[src/rtl/spi_flash_cmd.sv]
// Flash command sequencer feeding spi_master: frames opcode/address/data bytes under nCS_ctrl.
// Optional SPI_FLASH_WIP_POLL_EN: after program/erase, poll READ_STATUS until WIP clears before done.
module spi_flash_cmd #(
    parameter int CS_SETUP = 2,
    parameter int CS_HOLD  = 2,
    parameter int CS_GAP   = 4
) (
    input  logic        sys_clk,
    input  logic        rst,
    input  logic        cmd_valid,
    input  logic [2:0]  cmd_op,
    input  logic [23:0] cmd_addr,
    input  logic [7:0]  cmd_len,
    input  logic [7:0]  wdata,
    input  logic        wdata_valid,
    output logic        wdata_ready,
    output logic [7:0]  rdata,
    output logic        rdata_valid,
    output logic        busy,
    output logic        done,
    output logic        err,
    output logic        nCS_ctrl,
    output logic        wr_req,
    output logic [7:0]  data_in,
    input  logic        wr_ack,
    input  logic [7:0]  data_recv
);

    localparam logic [2:0] OP_RDID = 3'd0, OP_READ = 3'd1, OP_WREN = 3'd2,
                           OP_PP   = 3'd3, OP_SE   = 3'd4, OP_RDSR = 3'd5;
    localparam logic [8:0] SETUP_LAST = 9'(CS_SETUP - 1);
    localparam logic [8:0] HOLD_LAST  = 9'(CS_HOLD - 1);
    localparam logic [8:0] GAP_LAST   = 9'(CS_GAP - 1);
    localparam logic [8:0] GAP_DONE   = 9'(CS_GAP - 2);

    typedef enum logic [2:0] {IDLE, SETUP, OPC, ADDR, DATA, HOLD, GAP, ERR} state_t;

    state_t      state;
    logic [2:0]  op;
    logic [23:0] addr;
    logic [8:0]  last;
    logic [8:0]  cnt;
    logic        poll;
    logic        has_addr, has_data, need_poll;
    logic [7:0]  opcode, addr_byte;

    always_comb begin
        has_addr  = (op == OP_READ) || (op == OP_PP) || (op == OP_SE);
        has_data  = !((op == OP_WREN) || (op == OP_SE));
        opcode    = 8'h00;
        case (op)
            OP_RDID: opcode = 8'h9F;
            OP_READ: opcode = 8'h03;
            OP_WREN: opcode = 8'h06;
            OP_PP:   opcode = 8'h02;
            OP_SE:   opcode = 8'h20;
            OP_RDSR: opcode = 8'h05;
            default: opcode = 8'h00;
        endcase
        case (cnt[1:0])
            2'd0:    addr_byte = addr[23:16];
            2'd1:    addr_byte = addr[15:8];
            default: addr_byte = addr[7:0];
        endcase
    end

`ifdef SPI_FLASH_WIP_POLL_EN
    logic wip;
    // First completion of program/erase always polls; afterwards keep polling while WIP is set.
    assign need_poll = poll ? wip : ((op == OP_PP) || (op == OP_SE));
`else
    assign need_poll = 1'b0;
`endif

    // Same-cycle acknowledge so the requester can advance wdata on the consuming edge.
    assign wdata_ready = !rst && (state == DATA) && (op == OP_PP) && !wr_req && wdata_valid;

    always_ff @(posedge sys_clk) begin
        if (rst) begin
            state       <= IDLE;
            op          <= OP_RDID;
            addr        <= '0;
            last        <= '0;
            cnt         <= '0;
            poll        <= 1'b0;
            nCS_ctrl    <= 1'b1;
            wr_req      <= 1'b0;
            data_in     <= 8'h00;
            rdata       <= 8'h00;
            rdata_valid <= 1'b0;
            busy        <= 1'b0;
            done        <= 1'b0;
            err         <= 1'b0;
`ifdef SPI_FLASH_WIP_POLL_EN
            wip         <= 1'b0;
`endif
        end else begin
            rdata_valid <= 1'b0;
            case (state)
                IDLE: if (cmd_valid) begin
                    op   <= cmd_op;
                    addr <= cmd_addr;
                    cnt  <= '0;
                    poll <= 1'b0;
                    busy <= 1'b1;
                    case (cmd_op)
                        OP_RDID:       last <= 9'd2;
                        OP_READ, OP_PP: last <= {1'b0, cmd_len};
                        default:       last <= 9'd0;
                    endcase
                    if (cmd_op > OP_RDSR) begin
                        done  <= 1'b1;
                        err   <= 1'b1;
                        state <= ERR;
                    end else begin
                        nCS_ctrl <= 1'b0;
                        state    <= SETUP;
                    end
                end
                ERR: begin
                    done  <= 1'b0;
                    err   <= 1'b0;
                    busy  <= 1'b0;
                    state <= IDLE;
                end
                SETUP: if (cnt == SETUP_LAST) begin
                    cnt     <= '0;
                    wr_req  <= 1'b1;
                    data_in <= opcode;
                    state   <= OPC;
                end else cnt <= cnt + 9'd1;
                OPC: if (wr_req && wr_ack) begin
                    wr_req <= 1'b0;
                    cnt    <= '0;
                    state  <= has_addr ? ADDR : (has_data ? DATA : HOLD);
                end
                ADDR: if (wr_req) begin
                    if (wr_ack) begin
                        wr_req <= 1'b0;
                        if (cnt == 9'd2) begin
                            cnt   <= '0;
                            state <= has_data ? DATA : HOLD;
                        end else cnt <= cnt + 9'd1;
                    end
                end else begin
                    wr_req  <= 1'b1;
                    data_in <= addr_byte;
                end
                DATA: if (wr_req) begin
                    if (wr_ack) begin
                        wr_req <= 1'b0;
                        if (op != OP_PP) begin
                            if (!poll) begin
                                rdata       <= data_recv;
                                rdata_valid <= 1'b1;
                            end
`ifdef SPI_FLASH_WIP_POLL_EN
                            wip <= data_recv[0];
`endif
                        end
                        if (cnt == last) begin
                            cnt   <= '0;
                            state <= HOLD;
                        end else cnt <= cnt + 9'd1;
                    end
                end else if (op == OP_PP) begin
                    if (wdata_valid) begin
                        wr_req  <= 1'b1;
                        data_in <= wdata;
                    end
                end else begin
                    wr_req  <= 1'b1;
                    data_in <= 8'h00;
                end
                HOLD: if (cnt == HOLD_LAST) begin
                    cnt      <= '0;
                    nCS_ctrl <= 1'b1;
                    state    <= GAP;
                end else cnt <= cnt + 9'd1;
                GAP: begin
                    if (cnt == GAP_DONE) done <= !need_poll;
                    if (cnt == GAP_LAST) begin
                        done <= 1'b0;
                        cnt  <= '0;
                        if (need_poll) begin
                            op       <= OP_RDSR;
                            last     <= 9'd0;
                            poll     <= 1'b1;
                            nCS_ctrl <= 1'b0;
                            state    <= SETUP;
                        end else begin
                            busy  <= 1'b0;
                            state <= IDLE;
                        end
                    end else cnt <= cnt + 9'd1;
                end
                default: state <= IDLE;
            endcase
        end
    end

endmodule

[config.mk]
export PLATFORM = sky130hd
export DESIGN_NAME = spi_flash_cmd
export DESIGN_NICKNAME = d
export VERILOG_FILES = /design/src/rtl/spi_flash_cmd.sv
export SDC_FILE = /design/constraint.sdc
export NUM_CORES = 1
export LEC_CHECK = 0
export CAP_MARGIN = 20
export CELL_PAD_IN_SITES_DETAIL_PLACEMENT = 1
export CELL_PAD_IN_SITES_GLOBAL_PLACEMENT = 1
export CORE_ASPECT_RATIO = 1.25
export CORE_UTILIZATION = 39
export DETAILED_ROUTE_END_ITERATION = 8
export GPL_ROUTABILITY_DRIVEN = 0
export PLACE_DENSITY = 0.85
export SLEW_MARGIN = 15
export SYNTH_ARGS = -nofsm -noshare
export SYNTH_HDL_FRONTEND = slang
export SYNTH_SLANG_ARGS = --single-unit
[constraint.sdc]
create_clock -name sys_clk -period 2.9 [get_ports sys_clk]
set_clock_uncertainty 0.2 [all_clocks]
set_input_delay 0.435 -clock sys_clk [delete_from_list [all_inputs] [get_ports sys_clk]]
set_output_delay 0.435 -clock sys_clk [all_outputs]
set_load 0.1 [all_outputs]
Word-level counts from Yosys, hierarchy flattened
Index checks and enable logic that the tools add are counted.
{"block": "totals", "register_bits": 70, "inputBits": 56, "out_inout_bits": 23, "wordCells": 144}
{"block": "classes", "addsub": 1, "order_cmp": 1, "eq_ne": 37, "muxes": 55, "bitwise": 4, "n_reduce_logical": 33}
{"cell": "9-bit two-way mux", "n": 10}
{"cell": "9-bit case mux with 6 select lines", "n": 1}
{"cell": "8-bit case mux with 6 select lines", "n": 1}
{"cell": "8-bit two-way mux", "n": 5}
{"cell": "3-bit two-way mux", "n": 13}
{"cell": "8-bit case mux with 2 select lines", "n": 2}
{"cell": "2-bit != test (second input constant)", "n": 14}
{"cell": "3-bit case mux with 8 select lines", "n": 1}
{"cell": "8-bit case mux with 3 select lines", "n": 1}
{"cell": "3-bit == test (second input constant)", "n": 6}
{"cell": "9-bit by 2-bit == test with 1-bit output (second input constant)", "n": 2}
{"cell": "1-bit two-way mux", "n": 16}
{"cell": "3-bit by 2-bit == test with 1-bit output (second input constant)", "n": 5}
{"cell": "4-bit AND reduction", "n": 3}
{"cell": "11-bit AND reduction", "n": 1}
{"cell": "9-bit by 1-bit adder with 9-bit output (second input constant)", "n": 1}
{"cell": "3-bit by 1-bit == test with 1-bit output (second input constant)", "n": 3}
{"cell": "9-bit by 1-bit == test with 1-bit output (second input constant)", "n": 1}
{"cell": "9-bit == test", "n": 1}
{"cell": "3-bit logical NOT", "n": 3}
{"cell": "3-bit AND reduction", "n": 3}
{"cell": "7-bit AND reduction", "n": 1}
{"cell": "3-bit != test (second input constant)", "n": 2}
{"cell": "1-bit case mux with 3 select lines", "n": 2}
{"cell": "19 further kinds", "n": 33}

Logic depth before layout (Yosys ltp)
{"block": "logic_depth", "word_depth": 7, "ltp_mapped": 8, "ltp_nobuf": 7}

Worst setup path before layout
No wires, ideal clock.
{"block": "synth_path", "path_kind": "flip-flop to output port", "start": "register state[1]", "end": "output wdata_ready", "arrival_time_ns": 2.068, "t_required_ns": 2.265, "setup_slack_ns": 0.197, "path_stages_with_launch": 6, "path_buffers": 2, "cell_sequence": "dfxtp_1 > buf_2 > or3b_1 > clkbuf_1 > nor2_1 > and3_1"}
{"block": "synth_between", "elab_chain_len": 5}
{"element": "start, declared", "line_no": "38", "text": "state_t state;"}
{"element": "start signal, assigned", "line_no": "135", "text": "state <= has_addr ? ADDR : (has_data ? DATA : HOLD);"}
{"element": "start signal, assigned", "line_no": "142", "text": "state <= has_data ? DATA : HOLD;"}
{"element": "3-bit == test", "line_no": "76", "text": "assign wdata_ready = !rst && (state == DATA) && (op == OP_PP) && !wr_req && wdata_valid;"}
{"element": "1-bit logical AND (4 in a row)", "line_no": "76"}
{"element": "end, declared", "line_no": "16", "text": "output logic wdata_ready,"}
No other way between the ends.

Worst setup path after layout
{"block": "layout_path", "start": "register state[2]", "end": "output wdata_ready"}
Same word-level chain as after synthesis.

==> impl_metrics.py <==
metrics = {
    "run_status": {
        "status": "finished, final reports clean",
    },
    "drt": {
        "wl_per_cell_um": 17.0,
        "via_per_inst": 5.61,
        "drt_iter0_markers": 124,
        "firstDrtPassIters": 4,
        "vias": 3264,
        "drcViolationCount": 0,
        "ant_nets": 0,
        "drt_wl_total_um": 9870,
    },
    "worst_setup_path": {
        "crit_buf_inv": 1,
        "worstPathArrival_ps": 2070,
        "critical_path.slowest_cell": "dfxtp_1",
        "slowest_delay_ps": 620,
        "cp_top_family": "simple AND/OR/NAND/NOR gates",
        "crit_fanout": 12,
        "worstPathCellList": "or3b_1 -> nor2_1 -> and3_1 -> buf_12",
        "reg2regPathDepth": 6,
        "start_kind": "register",
        "reg2reg_slack_ps": 320,
        "rr_startpoint": "cnt[0]",
        "path_class": "reg -> out",
        "worstReg2RegEnd": "state[0]",
        "required_ps": 2270,
        "end_kind": "primary output",
    },
    "synthesis": {
        "ys_async_sr_fraction": 0,
        "synth_edf_count": 0,
        "synth-seq-cells": 69,
        "seq_area_frac_synth": 0.408,
        "yosys.area.top_type": "dfxtp_1",
        "yosys.cell_types.count": 56,
        "synth_top_area_share": 0.408,
        "synth_cells": 415,
        "syn_nets": 475,
        "ys_top_cells_by_area": "dfxtp_1 (41%), nand2_1 (8.5%), a21oi_1 (8.0%)",
        "syn-cell-area_um2": 3390,
        "postSynthAreaPerCell_um2": 8.16,
        "ys.flop_type": "dfxtp_1",
        "ys_warn_count": 0,
    },
    "clock_network": {
        "hold_buffers": 0,
        "post-cts-setup-buffers": 0,
        "cts_resized": 0,
        "numCtsBuffers": 9,
        "clockBufferDepth": 2,
        "cts_tree": "done",
        "cts-root-buf": "clkbuf_8",
        "htreeDepth": 3,
        "cts.clk_slew.worst_paths_ps": 80,
        "insertion_delay_ps": 350,
        "cts.sinks": 69,
    },
    "grt": {
        "grt_max_degree": 70,
        "grt_pass1_vias": 3378,
        "grt_first_pass_wirelength_um": 16300,
        "grt_use_total": 0.228,
        "grt_overflow": 0,
        "antenna_found_initial": 0,
    },
    "placed_design": {
        "place_area_um2": 4160,
        "port_buffers": 78,
        "placedCellCount": 566,
        "hpwl_um": 6890,
    },
    "power": {
        "p_comb_frac": 0.449,
        "p_per_area_nw_per_um2": 922,
        "power.internal_mw": 2.20,
        "p_sw_frac": 0.457,
        "p_leak_nw": 1.69,
        "ir_worst_vdd_v": 0.000335,
        "p_seq_frac": 0.323,
        "p_switching_mw": 1.85,
        "p_clk_frac": 0.227,
        "p_total_mw": 4.05,
    },
    "sta": {
        "fin_hold_ws_ps": 266,
        "worst_slew_pin_slew_ps": 749,
        "min_period_over_period": 0.933,
        "maxSlewHeadroom": 0.501,
        "fin_setup_tns_ps": 0,
        "rsz0062_at_grt": "false",
        "fmax_mhz": 370,
        "min_period_ps": 2700,
        "timing.final.max_slew_violations": 0,
        "timing.final.hold_violations": 0,
        "setup_viol": 0,
    },
    "die": {
        "core_um2": 8330,
        "die_area_um2": 9060,
        "die_h_um": 106,
        "pin_count": 79,
        "rows": 37,
        "initial_core_util": 0.406,
        "die_x_um": 85.3,
    },
    "layout": {
        "drive_gt1_frac": 0.128,
        "diodes": 0,
        "final_area_um2": 4390,
        "nFillCells": 1000,
        "mostFrequentLayoutCell": "nand2_1",
        "area_delta_synth_final_pct": 29.7,
        "fin_cells": 582,
        "final_cell_mix": "nand2_1 (77), dfxtp_1 (69), a21oi_1 (54), clkdlybuf4s50_1 (54), nor2_1 (32)",
        "nNetsFinal": 540,
    },
    "worst_hold_path": {
        "min_to": "addr[23]",
        "hold-path-cell-count": 2,
        "holdCritStartpoint": "addr[23]",
        "hold_class": "reg -> reg",
    },
    "job": {
        "maxCapViolations": 0,
    },
}
## layer usage
layer  part of all wire  routed length (um)  vias up  global-route usage
met5                  0                   0        -                   0
met4              0.024                 237        0               0.100
met3              0.042                 413       22              0.0458
met2               0.50                4920       84               0.387
met1               0.44                4300     1562               0.279
li1                   -                   -     1596                   -
## flip-flops by register name, summed over array words and instances, names as in the netlist
register	count
done	1
rdata_valid	1
op	3
busy	1
state	3
nCS_ctrl	1
addr	24
rdata	8
wr_req	1
cnt	9
data_in	8
err	1
last	8
## power by group through the flow
stage	clock network [mW]	logic, mW	registers (mW)
floorplan	0	0.931	1.75
global placement	0	1.76	1.31
detailed placement	0	1.81	1.33
CTS	0.932	1.82	1.31
global route	0.968	1.97	1.33
finish	0.920	1.82	1.31
## how the worst max path moves through the flow
stage / slack [ps] / end / depth (start not counted) / startpoint
2_1_floorplan: 200 / wdata_ready / 5 / state[1]
3_3_place_gp: 500 / state[0] / 6 / wr_ack
3_5_place_dp: 360 / state[0] / 6 / wr_ack
4_1_cts: 210 / wdata_ready / 4 / state[2]
5_1_grt: 110 / wdata_ready / 4 / state[2]
6_report: 200 / wdata_ready / 4 / state[2]
## worst register-to-register path: cells and delay by family, from the launching register on
kind / cells / cell delay (ps)
AO/OA/AOI/OAI: 3 / 790
AND/OR/NAND/NOR: 2 / 560
adder cells (fa/ha/maj): 1 / 490
flip-flops: 1 / 450
## Yosys cell counts (5+ instances only)
cell type	count
nand4_1	7
o32ai_1	5
nor2_1	32
mux2i_1	8
nand2_1	77
buf_2	8
a21oi_1	54
dfxtp_1	69
clkbuf_1	20
nand3_1	10
nor3_1	5
xor2_1	13
a211oi_1	19
inv_1	6
## cell families after synthesis
family                   Yosys count  share of synthesized area
flip-flops                        69                      0.408
buffers and inverters             38                     0.0484
AO/OA/AOI/OAI                    113                      0.219
XOR/XNOR                          17                     0.0440
adder cells (fa/ha/maj)            4                     0.0148
AND/OR/NAND/NOR                  165                      0.239
multiplexers                       9                     0.0270
## metrics by stage
step / util / setup slack (ps)
4_1_cts: 0.527 / 211
2_1_floorplan: - / 197
6_report: 0.527 / 196
5_1_grt: 0.527 / 107
3_5_place_dp: 0.499 / 356
3_3_place_gp: 0.499 / 498
## final cells by class
| type | instances | area (um2) | area share |
|---|---|---|---|
| tap | 97 | 121 | 0.0276 |
| multi-input combinational | 308 | 1850 | 0.421 |
| sequential | 69 | 1380 | 0.315 |
| clock inverter | 5 | 81.3 | 0.0185 |
| timing repair buffer | 85 | 783 | 0.178 |
| inverter | 7 | 26.3 | 0.00598 |
| clock buffer | 11 | 151 | 0.0345 |
No activity file was read; power rests on OpenSTA's default activity.
